==> src/rtl/mdu_pkg.sv <==
// Shared types and constants for the RV32M multiply/divide sequencer.
package mdu_pkg;

    localparam int unsigned XLEN = 32;
    localparam int unsigned CntW = $clog2(XLEN);

    typedef enum logic [1:0] {
        StIdle,
        StCalc,
        StDone
    } mdu_state_e;

    localparam logic [2:0] F3Mul    = 3'b000;
    localparam logic [2:0] F3Mulh   = 3'b001;
    localparam logic [2:0] F3Mulhsu = 3'b010;
    localparam logic [2:0] F3Mulhu  = 3'b011;
    localparam logic [2:0] F3Div    = 3'b100;
    localparam logic [2:0] F3Divu   = 3'b101;
    localparam logic [2:0] F3Rem    = 3'b110;
    localparam logic [2:0] F3Remu   = 3'b111;

    localparam logic [6:0] Funct7MOp = 7'b0000001;

    // Two's-complement negate when neg is set; used for magnitudes and sign fix-up.
    function automatic logic [XLEN-1:0] cond_neg(input logic [XLEN-1:0] v, input logic neg);
        return neg ? -v : v;
    endfunction

endpackage

==> src/rtl/mdu_sequencer_if.sv <==
// EX-stage <-> multiply/divide sequencer handshake bundle.
interface mdu_sequencer_if;
    import mdu_pkg::*;

    logic            start;
    logic [2:0]      f3;
    logic [XLEN-1:0] rs1;
    logic [XLEN-1:0] rs2;
    logic            flush;
    logic            stall;
    logic            busy;
    logic            done;
    logic [XLEN-1:0] result;

    // EX stage side: issues the M-op and consumes the result.
    modport master (
        output start, f3, rs1, rs2, flush,
        input  stall, busy, done, result
    );

    // Sequencer side.
    modport slave (
        input  start, f3, rs1, rs2, flush,
        output stall, busy, done, result
    );

endinterface

==> src/rtl/mdu_iter_core.sv <==
// Radix-2 iteration datapath: shift-add multiply or restoring shift-subtract divide.
// hi/lo hold {product high, multiplier/product low} or {remainder, dividend/quotient}.
module mdu_iter_core
    import mdu_pkg::*;
(
    input  logic            i_clk,
    input  logic            i_rst_n,
    input  logic            i_load,
    input  logic            i_step,
    input  logic            i_is_div,
    input  logic [XLEN-1:0] i_a,
    input  logic [XLEN-1:0] i_b,
    output logic [XLEN-1:0] o_hi_nxt,
    output logic [XLEN-1:0] o_lo_nxt
);

    logic [XLEN-1:0] hi_q, lo_q, b_q;
    logic [XLEN-1:0] hi_d, lo_d;
    logic [XLEN:0]   mul_sum;
    logic [XLEN:0]   div_sh;
    logic [XLEN-1:0] div_diff;
    logic            div_ge;

    // One iteration step; exposed so the last step can be consumed without an extra cycle.
    always_comb begin
        mul_sum  = {1'b0, hi_q} + (lo_q[0] ? {1'b0, b_q} : '0);
        div_sh   = {hi_q, lo_q[XLEN-1]};
        div_ge   = div_sh >= {1'b0, b_q};
        // Low bits are exact whenever div_ge holds, since the remainder stays below b.
        div_diff = div_sh[XLEN-1:0] - b_q;
        if (i_is_div) begin
            hi_d = div_ge ? div_diff : div_sh[XLEN-1:0];
            lo_d = {lo_q[XLEN-2:0], div_ge};
        end else begin
            hi_d = mul_sum[XLEN:1];
            lo_d = {mul_sum[0], lo_q[XLEN-1:1]};
        end
    end

    // Operand load on start, then one step per enabled cycle.
    always_ff @(posedge i_clk or negedge i_rst_n) begin
        if (!i_rst_n) begin
            hi_q <= '0;
            lo_q <= '0;
            b_q  <= '0;
        end else if (i_load) begin
            hi_q <= '0;
            lo_q <= i_a;
            b_q  <= i_b;
        end else if (i_step) begin
            hi_q <= hi_d;
            lo_q <= lo_d;
        end
    end

    assign o_hi_nxt = hi_d;
    assign o_lo_nxt = lo_d;

endmodule

==> src/rtl/mdu_sequencer.sv <==
// RV32M multiply/divide sequencer: FSM, counter, special cases, sign handling.
module mdu_sequencer
    import mdu_pkg::*;
(
    input  logic           i_clk,
    input  logic           i_rst_n,
    mdu_sequencer_if.slave bus
);

    mdu_state_e      state_q, state_d;
    logic [CntW-1:0] cnt_q, cnt_d;
    logic [2:0]      f3_q, f3_d;
    logic            neg_q, neg_d;
    logic            neg_rem_q, neg_rem_d;
    logic [XLEN-1:0] result_q, result_d;

    logic            go, last;
    logic            a_signed, b_signed, a_neg, b_neg;
    logic [XLEN-1:0] a_mag, b_mag;
    logic            div_zero, div_ovf, special;
    logic [XLEN-1:0] special_res;
    logic [XLEN-1:0] hi_nxt, lo_nxt;
    logic [2*XLEN-1:0] prod, prod_s;
    logic [XLEN-1:0] mul_res, div_res, calc_res;

    // Decode of the operands presented at start.
    always_comb begin
        a_signed = (bus.f3 == F3Mulh) || (bus.f3 == F3Mulhsu) ||
                   (bus.f3 == F3Div)  || (bus.f3 == F3Rem);
        b_signed = (bus.f3 == F3Mulh) || (bus.f3 == F3Div) || (bus.f3 == F3Rem);
        a_neg    = a_signed & bus.rs1[XLEN-1];
        b_neg    = b_signed & bus.rs2[XLEN-1];
        a_mag    = cond_neg(bus.rs1, a_neg);
        b_mag    = cond_neg(bus.rs2, b_neg);
        div_zero = bus.f3[2] && (bus.rs2 == '0);
        div_ovf  = ((bus.f3 == F3Div) || (bus.f3 == F3Rem)) &&
                   (bus.rs1 == {1'b1, {(XLEN-1){1'b0}}}) && (bus.rs2 == '1);
        special  = div_zero | div_ovf;
        // f3[1] selects REM/REMU over DIV/DIVU.
        if (div_zero) begin
            special_res = bus.f3[1] ? bus.rs1 : '1;
        end else begin
            special_res = bus.f3[1] ? '0 : {1'b1, {(XLEN-1){1'b0}}};
        end
    end

    // Final sign fix-up applied to the result of the last iteration step.
    always_comb begin
        prod     = {hi_nxt, lo_nxt};
        prod_s   = neg_q ? -prod : prod;
        mul_res  = (f3_q == F3Mul) ? prod_s[XLEN-1:0] : prod_s[2*XLEN-1:XLEN];
        div_res  = f3_q[1] ? cond_neg(hi_nxt, neg_rem_q) : cond_neg(lo_nxt, neg_q);
        calc_res = f3_q[2] ? div_res : mul_res;
    end

    assign go   = (state_q == StIdle) && bus.start && !bus.flush;
    assign last = (cnt_q == CntW'(XLEN - 1));

    // State register.
    always_ff @(posedge i_clk or negedge i_rst_n) begin
        if (!i_rst_n) begin
            state_q <= StIdle;
        end else begin
            state_q <= state_d;
        end
    end

    // Next-state logic; flush wins over everything, start is ignored outside IDLE.
    always_comb begin
        state_d = state_q;
        if (bus.flush) begin
            state_d = StIdle;
        end else begin
            unique case (state_q)
                StIdle:  if (bus.start) state_d = special ? StDone : StCalc;
                StCalc:  if (last)      state_d = StDone;
                StDone:  state_d = StIdle;
                default: state_d = StIdle;
            endcase
        end
    end

    // Output decode.
    always_comb begin
        bus.stall  = go || (state_q == StCalc);
        bus.busy   = (state_q != StIdle);
        bus.done   = (state_q == StDone);
        bus.result = result_q;
    end

    // Datapath next-state: operand capture, counter, result latch.
    always_comb begin
        cnt_d     = cnt_q;
        f3_d      = f3_q;
        neg_d     = neg_q;
        neg_rem_d = neg_rem_q;
        result_d  = result_q;
        if (go) begin
            cnt_d     = '0;
            f3_d      = bus.f3;
            neg_d     = a_neg ^ b_neg;
            neg_rem_d = a_neg;
            if (special) result_d = special_res;
        end else if (state_q == StCalc) begin
            cnt_d = cnt_q + CntW'(1);
            if (last && !bus.flush) result_d = calc_res;
        end
    end

    // Datapath registers.
    always_ff @(posedge i_clk or negedge i_rst_n) begin
        if (!i_rst_n) begin
            cnt_q     <= '0;
            f3_q      <= '0;
            neg_q     <= 1'b0;
            neg_rem_q <= 1'b0;
            result_q  <= '0;
        end else begin
            cnt_q     <= cnt_d;
            f3_q      <= f3_d;
            neg_q     <= neg_d;
            neg_rem_q <= neg_rem_d;
            result_q  <= result_d;
        end
    end

    mdu_iter_core u_core (
        .i_clk    (i_clk),
        .i_rst_n  (i_rst_n),
        .i_load   (go),
        .i_step   (state_q == StCalc),
        .i_is_div (f3_q[2]),
        .i_a      (a_mag),
        .i_b      (b_mag),
        .o_hi_nxt (hi_nxt),
        .o_lo_nxt (lo_nxt)
    );

endmodule

==> src/flat_wrapper.sv <==
// flat-port wrapper written by rule: the top's interface ports become plain ports
module mdu_sequencer_flat import mdu_pkg::*;
  (i_clk, i_rst_n, bus_start, bus_f3, bus_rs1, bus_rs2, bus_flush, bus_stall, bus_busy, bus_done, bus_result);
  mdu_sequencer_if bus_i ();
  input  logic i_clk;
  input  logic i_rst_n;
  input wire logic [$bits(bus_i.start)-1:0] bus_start;
  input wire logic [$bits(bus_i.f3)-1:0] bus_f3;
  input wire logic [$bits(bus_i.rs1)-1:0] bus_rs1;
  input wire logic [$bits(bus_i.rs2)-1:0] bus_rs2;
  input wire logic [$bits(bus_i.flush)-1:0] bus_flush;
  output wire logic [$bits(bus_i.stall)-1:0] bus_stall;
  output wire logic [$bits(bus_i.busy)-1:0] bus_busy;
  output wire logic [$bits(bus_i.done)-1:0] bus_done;
  output wire logic [$bits(bus_i.result)-1:0] bus_result;
  assign bus_i.start = bus_start;
  assign bus_i.f3 = bus_f3;
  assign bus_i.rs1 = bus_rs1;
  assign bus_i.rs2 = bus_rs2;
  assign bus_i.flush = bus_flush;
  assign bus_stall = bus_i.stall;
  assign bus_busy = bus_i.busy;
  assign bus_done = bus_i.done;
  assign bus_result = bus_i.result;
  mdu_sequencer u_core (.i_clk(i_clk), .i_rst_n(i_rst_n), .bus(bus_i));
endmodule
==> config.mk <==
export PLATFORM = sky130hd
export DESIGN_NAME = mdu_sequencer_flat
export DESIGN_NICKNAME = d
export VERILOG_FILES = /design/src/rtl/mdu_pkg.sv /design/src/rtl/mdu_sequencer_if.sv /design/src/rtl/mdu_iter_core.sv /design/src/rtl/mdu_sequencer.sv /design/src/flat_wrapper.sv
export SDC_FILE = /design/constraint.sdc
export NUM_CORES = 1
export LEC_CHECK = 0
export BUFFER_PORTS_ARGS = -buffer_cell sky130_fd_sc_hd__buf_2
export CAP_MARGIN = 20
export CORE_ASPECT_RATIO = 1.4
export CORE_MARGIN = 3
export CORE_UTILIZATION = 35
export CTS_CLUSTER_DIAMETER = 100
export CTS_CLUSTER_SIZE = 24
export DETAILED_ROUTE_END_ITERATION = 8
export GPL_TIMING_DRIVEN = 0
export PLACE_DENSITY = 0.6
export SETUP_SLACK_MARGIN = 0.3
export SYNTH_ARGS = -nofsm -noshare
export SYNTH_HDL_FRONTEND = slang
export SYNTH_HIERARCHICAL = 1
export SYNTH_SLANG_ARGS = --single-unit
==> constraint.sdc <==
create_clock -name i_clk -period 7.15 [get_ports i_clk]
set_clock_uncertainty 0.1 [all_clocks]
set_input_delay 1.0725 -clock i_clk [delete_from_list [all_inputs] [get_ports i_clk]]
set_output_delay 1.0725 -clock i_clk [all_outputs]
set_load 0.005 [all_outputs]
==> results.md <==
CTS:
- The buffer depth of the longest clock path is 2.
- The tree built by TritonCTS fans out to 140 sinks.
- The clock-pin slew on the worst setup and hold paths is 0.07 ns.
- The cell sitting at the root of the clock tree is a clkbuf_16.
- At the later pin of the worst-skew pair, clock insertion delay measures 0.48 ns.
- The TritonCTS clock tree is done.
- The depth of the CTS H-tree is 4.
- Counting the buffers created by CTS gives 17.

Logic synthesis:
- Ranked by total cell area, the synthesized netlist is headed by dfrtp_1 (22%), xnor2_1 (7.0%), ha_1 (5.7%).
- Counting distinct cell types in the post-synthesis netlist gives 84.
- After synthesis the cells add up to 15600 um2.
- The synthesized instance count is 2061.
- Counting flops and latches in the post-synthesis netlist gives 140.
- The area share of the largest cell type after synthesis is 22.5%.
- The number of nets in the synthesized netlist is 2205.
- The mean instance size in the synthesized netlist is 7.57 um2.
- The most common flop cell mapped by yosys is dfrtp_1.
- After synthesis, the share of flip-flops with an asynchronous set or reset is 100%.
- The sequential element share of the synthesized area is 22.5%.
- The count of yosys warnings during synthesis is 6.
- The synthesized design spends more area on one cell type than any other, namely dfrtp_1.
- In this run, synthesis inferred 0 flip-flops with an integrated enable.

Global routing:
- The total grt overflow is 0.
- The global routing met2 resource utilization is 52.4%.
- met2 is the most crowded layer.
- The global-route wire length before repair is 107000 um.
- The number of global-route vias before repair was 16.8k.
- Global routing used 33.3% of the available met1 tracks.
- For met3 alone, demand over resource in global routing was 3.99%.
- Entering global routing, the biggest net connects 89 pins.
- The initial antenna violation count is 0.
- The overall fraction of global-route tracks in use is 30.3%.

Floorplanning:
- Pin placement for this block handled 106 I/O pins.
- The x dimension of the die is 184 um.
- The area inside the core boundary is 43600 um2.
- The floorplan die height is 256 um.
- The area of the die is 47200 um2.
- The number of cell rows is 90.
- The starting density of the core is 35.8%.

Run:
- Across the run, the number of max-cap violations was 0.

Cells and area:
- The filler cells instantiated in the layout total 4601.
- After the flow finishes, the layout carries non-filler instances totaling 2755.
- The area growth from synthesis to layout is 12.3%.
- The proportion of layout cells with a drive suffix above 1 is 11.6%.
- The number of nets in the finished design is 2334.
- The number of inserted diodes is 0.
- The post-route standard cell area excluding fillers is 17500 um2.

Pwr:
- The power density over the cells is 461 nW/um2.
- The total power after layout is 8.08 mW.
- The largest vdd supply drop is 277 uV.
- The leakage power is 7.29 nW.

Route:
- The average via count per standard cell is 6.19.
- After detailed routing, the total wire length is 73500 um.
- The number of detailed-route iterations in the first pass is 5.
- The count of antenna-violating nets left after detailed routing is 0.
- The post-detailed-route wirelength per cell is 26.7 um.
- For this run, design rule violations remaining after detail routing come to 0.
- The detailed router finished its first iteration with 1475 violations.
- The routed layout has 17.1k vias.

STA:
- Setup violations remaining at the end of the flow were counted as 0.
- At the pin with the least slew margin, the transition time is 1.08 ns.
- Measured against its own limit, the worst slew margin works out to 27.1%.
- In the final timing run, aggregate negative setup slack is 0 ns.
- The number of hold violations in the final report is 0.
- Dividing the final minimum period by the clock period gives 93.0%.
- Setup repair after global routing could not meet its margin everywhere.
- The smallest clock period supported by the final layout is computed as 6.65 ns.
- Based on the critical path, the design can be clocked at up to 0.150 GHz.
- The count of pins over their slew limit was 0.

Placed design:
- The detailed placer's ending HPWL is 59000 um.
- The post-placement cell area is 16900 um2.
- The routability congestion estimate from global placement is 1.02.
- After detailed placement, the design holds a cell count of 2721.
- The total of buffers placed on input and output ports is 105.

Run status:
- The run finished with clean final reports.

Worst hold path:
- The class of the most critical hold timing path is flop to flop.

Worst setup path:
- The required time of the critical path is 7.46 ns.
- The nature of the critical path endpoint is a flop.
- The arrival time at the worst endpoint is 6.96 ns.
- Along the worst path, the maximum fanout reaches 10.
- STA classifies the critical path startpoint as a flop.
- By startpoint and endpoint, the worst setup path is classified as flop to flop.
- Setup slack on the worst reg-to-reg path comes out at 0.50 ns.
[report_power, final]
| part | internal, mW | switching [mW] |
|---|---|---|
| logic | 2.01 | 3.84 |
| clock network | 0.492 | 0.440 |
| registers | 1.02 | 0.278 |
[state kept, by name, summed over array words and instances (netlist names)]
| register | cells |
|---|---|
| u_core/state_q | 2 |
| u_core/cnt_q | 5 |
| u_core/u_core/hi_q | 32 |
| u_core/bus.result | 32 |
| u_core/neg_rem_q | 1 |
| u_core/neg_q | 1 |
| u_core/u_core/lo_q | 32 |
| u_core/u_core/b_q | 32 |
| u_core/f3_q | 3 |
[worst max-delay path: stages (launching register included)]
cell and delay, ns:
dfrtp_1 0.55, clkbuf_1 0.37, and2_1 0.24, ha_1 0.21, fa_1 0.41, a21oi_1 0.26, o211ai_1 0.20, a2111oi_4 0.64
nor3_1 0.15, nand3b_1 0.24, a21o_1 0.23, a2111oi_1 0.66, nor3_1 0.31, nor4_1 0.59, nand4b_1 0.29, o211ai_1 0.24
a21oi_1 0.11, a211oi_1 0.58, o21a_1 0.19
[cells in the final DEF (no fill, tap or decap), types with 57 or more instances in the layout]
master      n
nand2_1   224
nor2_1    161
o21ai_0   152
dfrtp_1   140
a21oi_1   129
xnor2_1   124
buf_2     119
clkbuf_1  108
inv_1      94
ha_1       71
xor2_1     57
[metrics by stage]
step	utilization, %	setup slack [ns]	hold WS, ns
floorplan	-	1.87	0.387
CTS	40.1	0.394	0.396
finish	40.2	0.499	0.393
detailed placement	38.7	-0.117	0.379
global placement	38.6	-0.173	0.370
global route	40.2	0.272	0.429
[layout make-up]
| cell class | count | area (um2) | area share (%) |
|---|---|---|---|
| inverter | 96 | 360 | 2.06 |
| buffer | 133 | 537 | 3.06 |
| tap | 552 | 691 | 3.94 |
| sequential | 140 | 3500 | 20.0 |
| multi-input combinational | 1692 | 11300 | 64.3 |
| clock inverter | 15 | 156 | 0.893 |
| clock buffer | 17 | 425 | 2.43 |
| timing repair buffer | 110 | 587 | 3.35 |
[logic make-up after synthesis]
kind of cell / share of synthesized area, %
xor+xnor: 10.2
mux: 6.22
buf+inv: 5.74
fa+ha+maj: 5.95
flops: 22.5
compound gates: 25.6
simple gates: 23.9
[timing repair]
item | in CTS | in global routing
setup endpoints to repair | 3 | 10
resized for setup | 4 | 7
setup buffers | 0 | 2
endpoints found under the hold margin | 0 | 0
pin swaps | 0 | 2
hold buffers | 0 | 0
[synthesized netlist by cell type, types with 45 or more instances]
| cell | number |
|---|---|
| a21o_1 | 53 |
| a21oi_1 | 129 |
| and2_1 | 45 |
| clkbuf_1 | 109 |
| dfrtp_1 | 140 |
| ha_1 | 71 |
| inv_1 | 94 |
| mux2i_1 | 53 |
| nand2_1 | 224 |
| nor2_1 | 161 |
| nor3_1 | 47 |
| o21ai_0 | 153 |
| xnor2_1 | 124 |
| xor2_1 | 57 |
[metal layers]
layer	wire, um	up-vias
met5	0	-
met4	6700	0
met3	3950	243
met2	36100	762
met1	26700	8256
li1	-	7790
[path summary, 6_finish.rpt]
path                                  startpoint  cells after the start                      to
max                        u_core/u_core/lo_q[0]                     18   u_core/bus.result[31]
max in group asynchronous                i_rst_n                      2   u_core/u_core/b_q[14]
min in group asynchronous                i_rst_n                      1  u_core/u_core/lo_q[22]
min                        u_core/bus.result[12]                      1   u_core/bus.result[12]
min reg2reg                u_core/bus.result[12]                      1   u_core/bus.result[12]
max reg2reg                u_core/u_core/lo_q[0]                     18   u_core/bus.result[31]
Note: power is estimated with default switching activity, not from simulation.
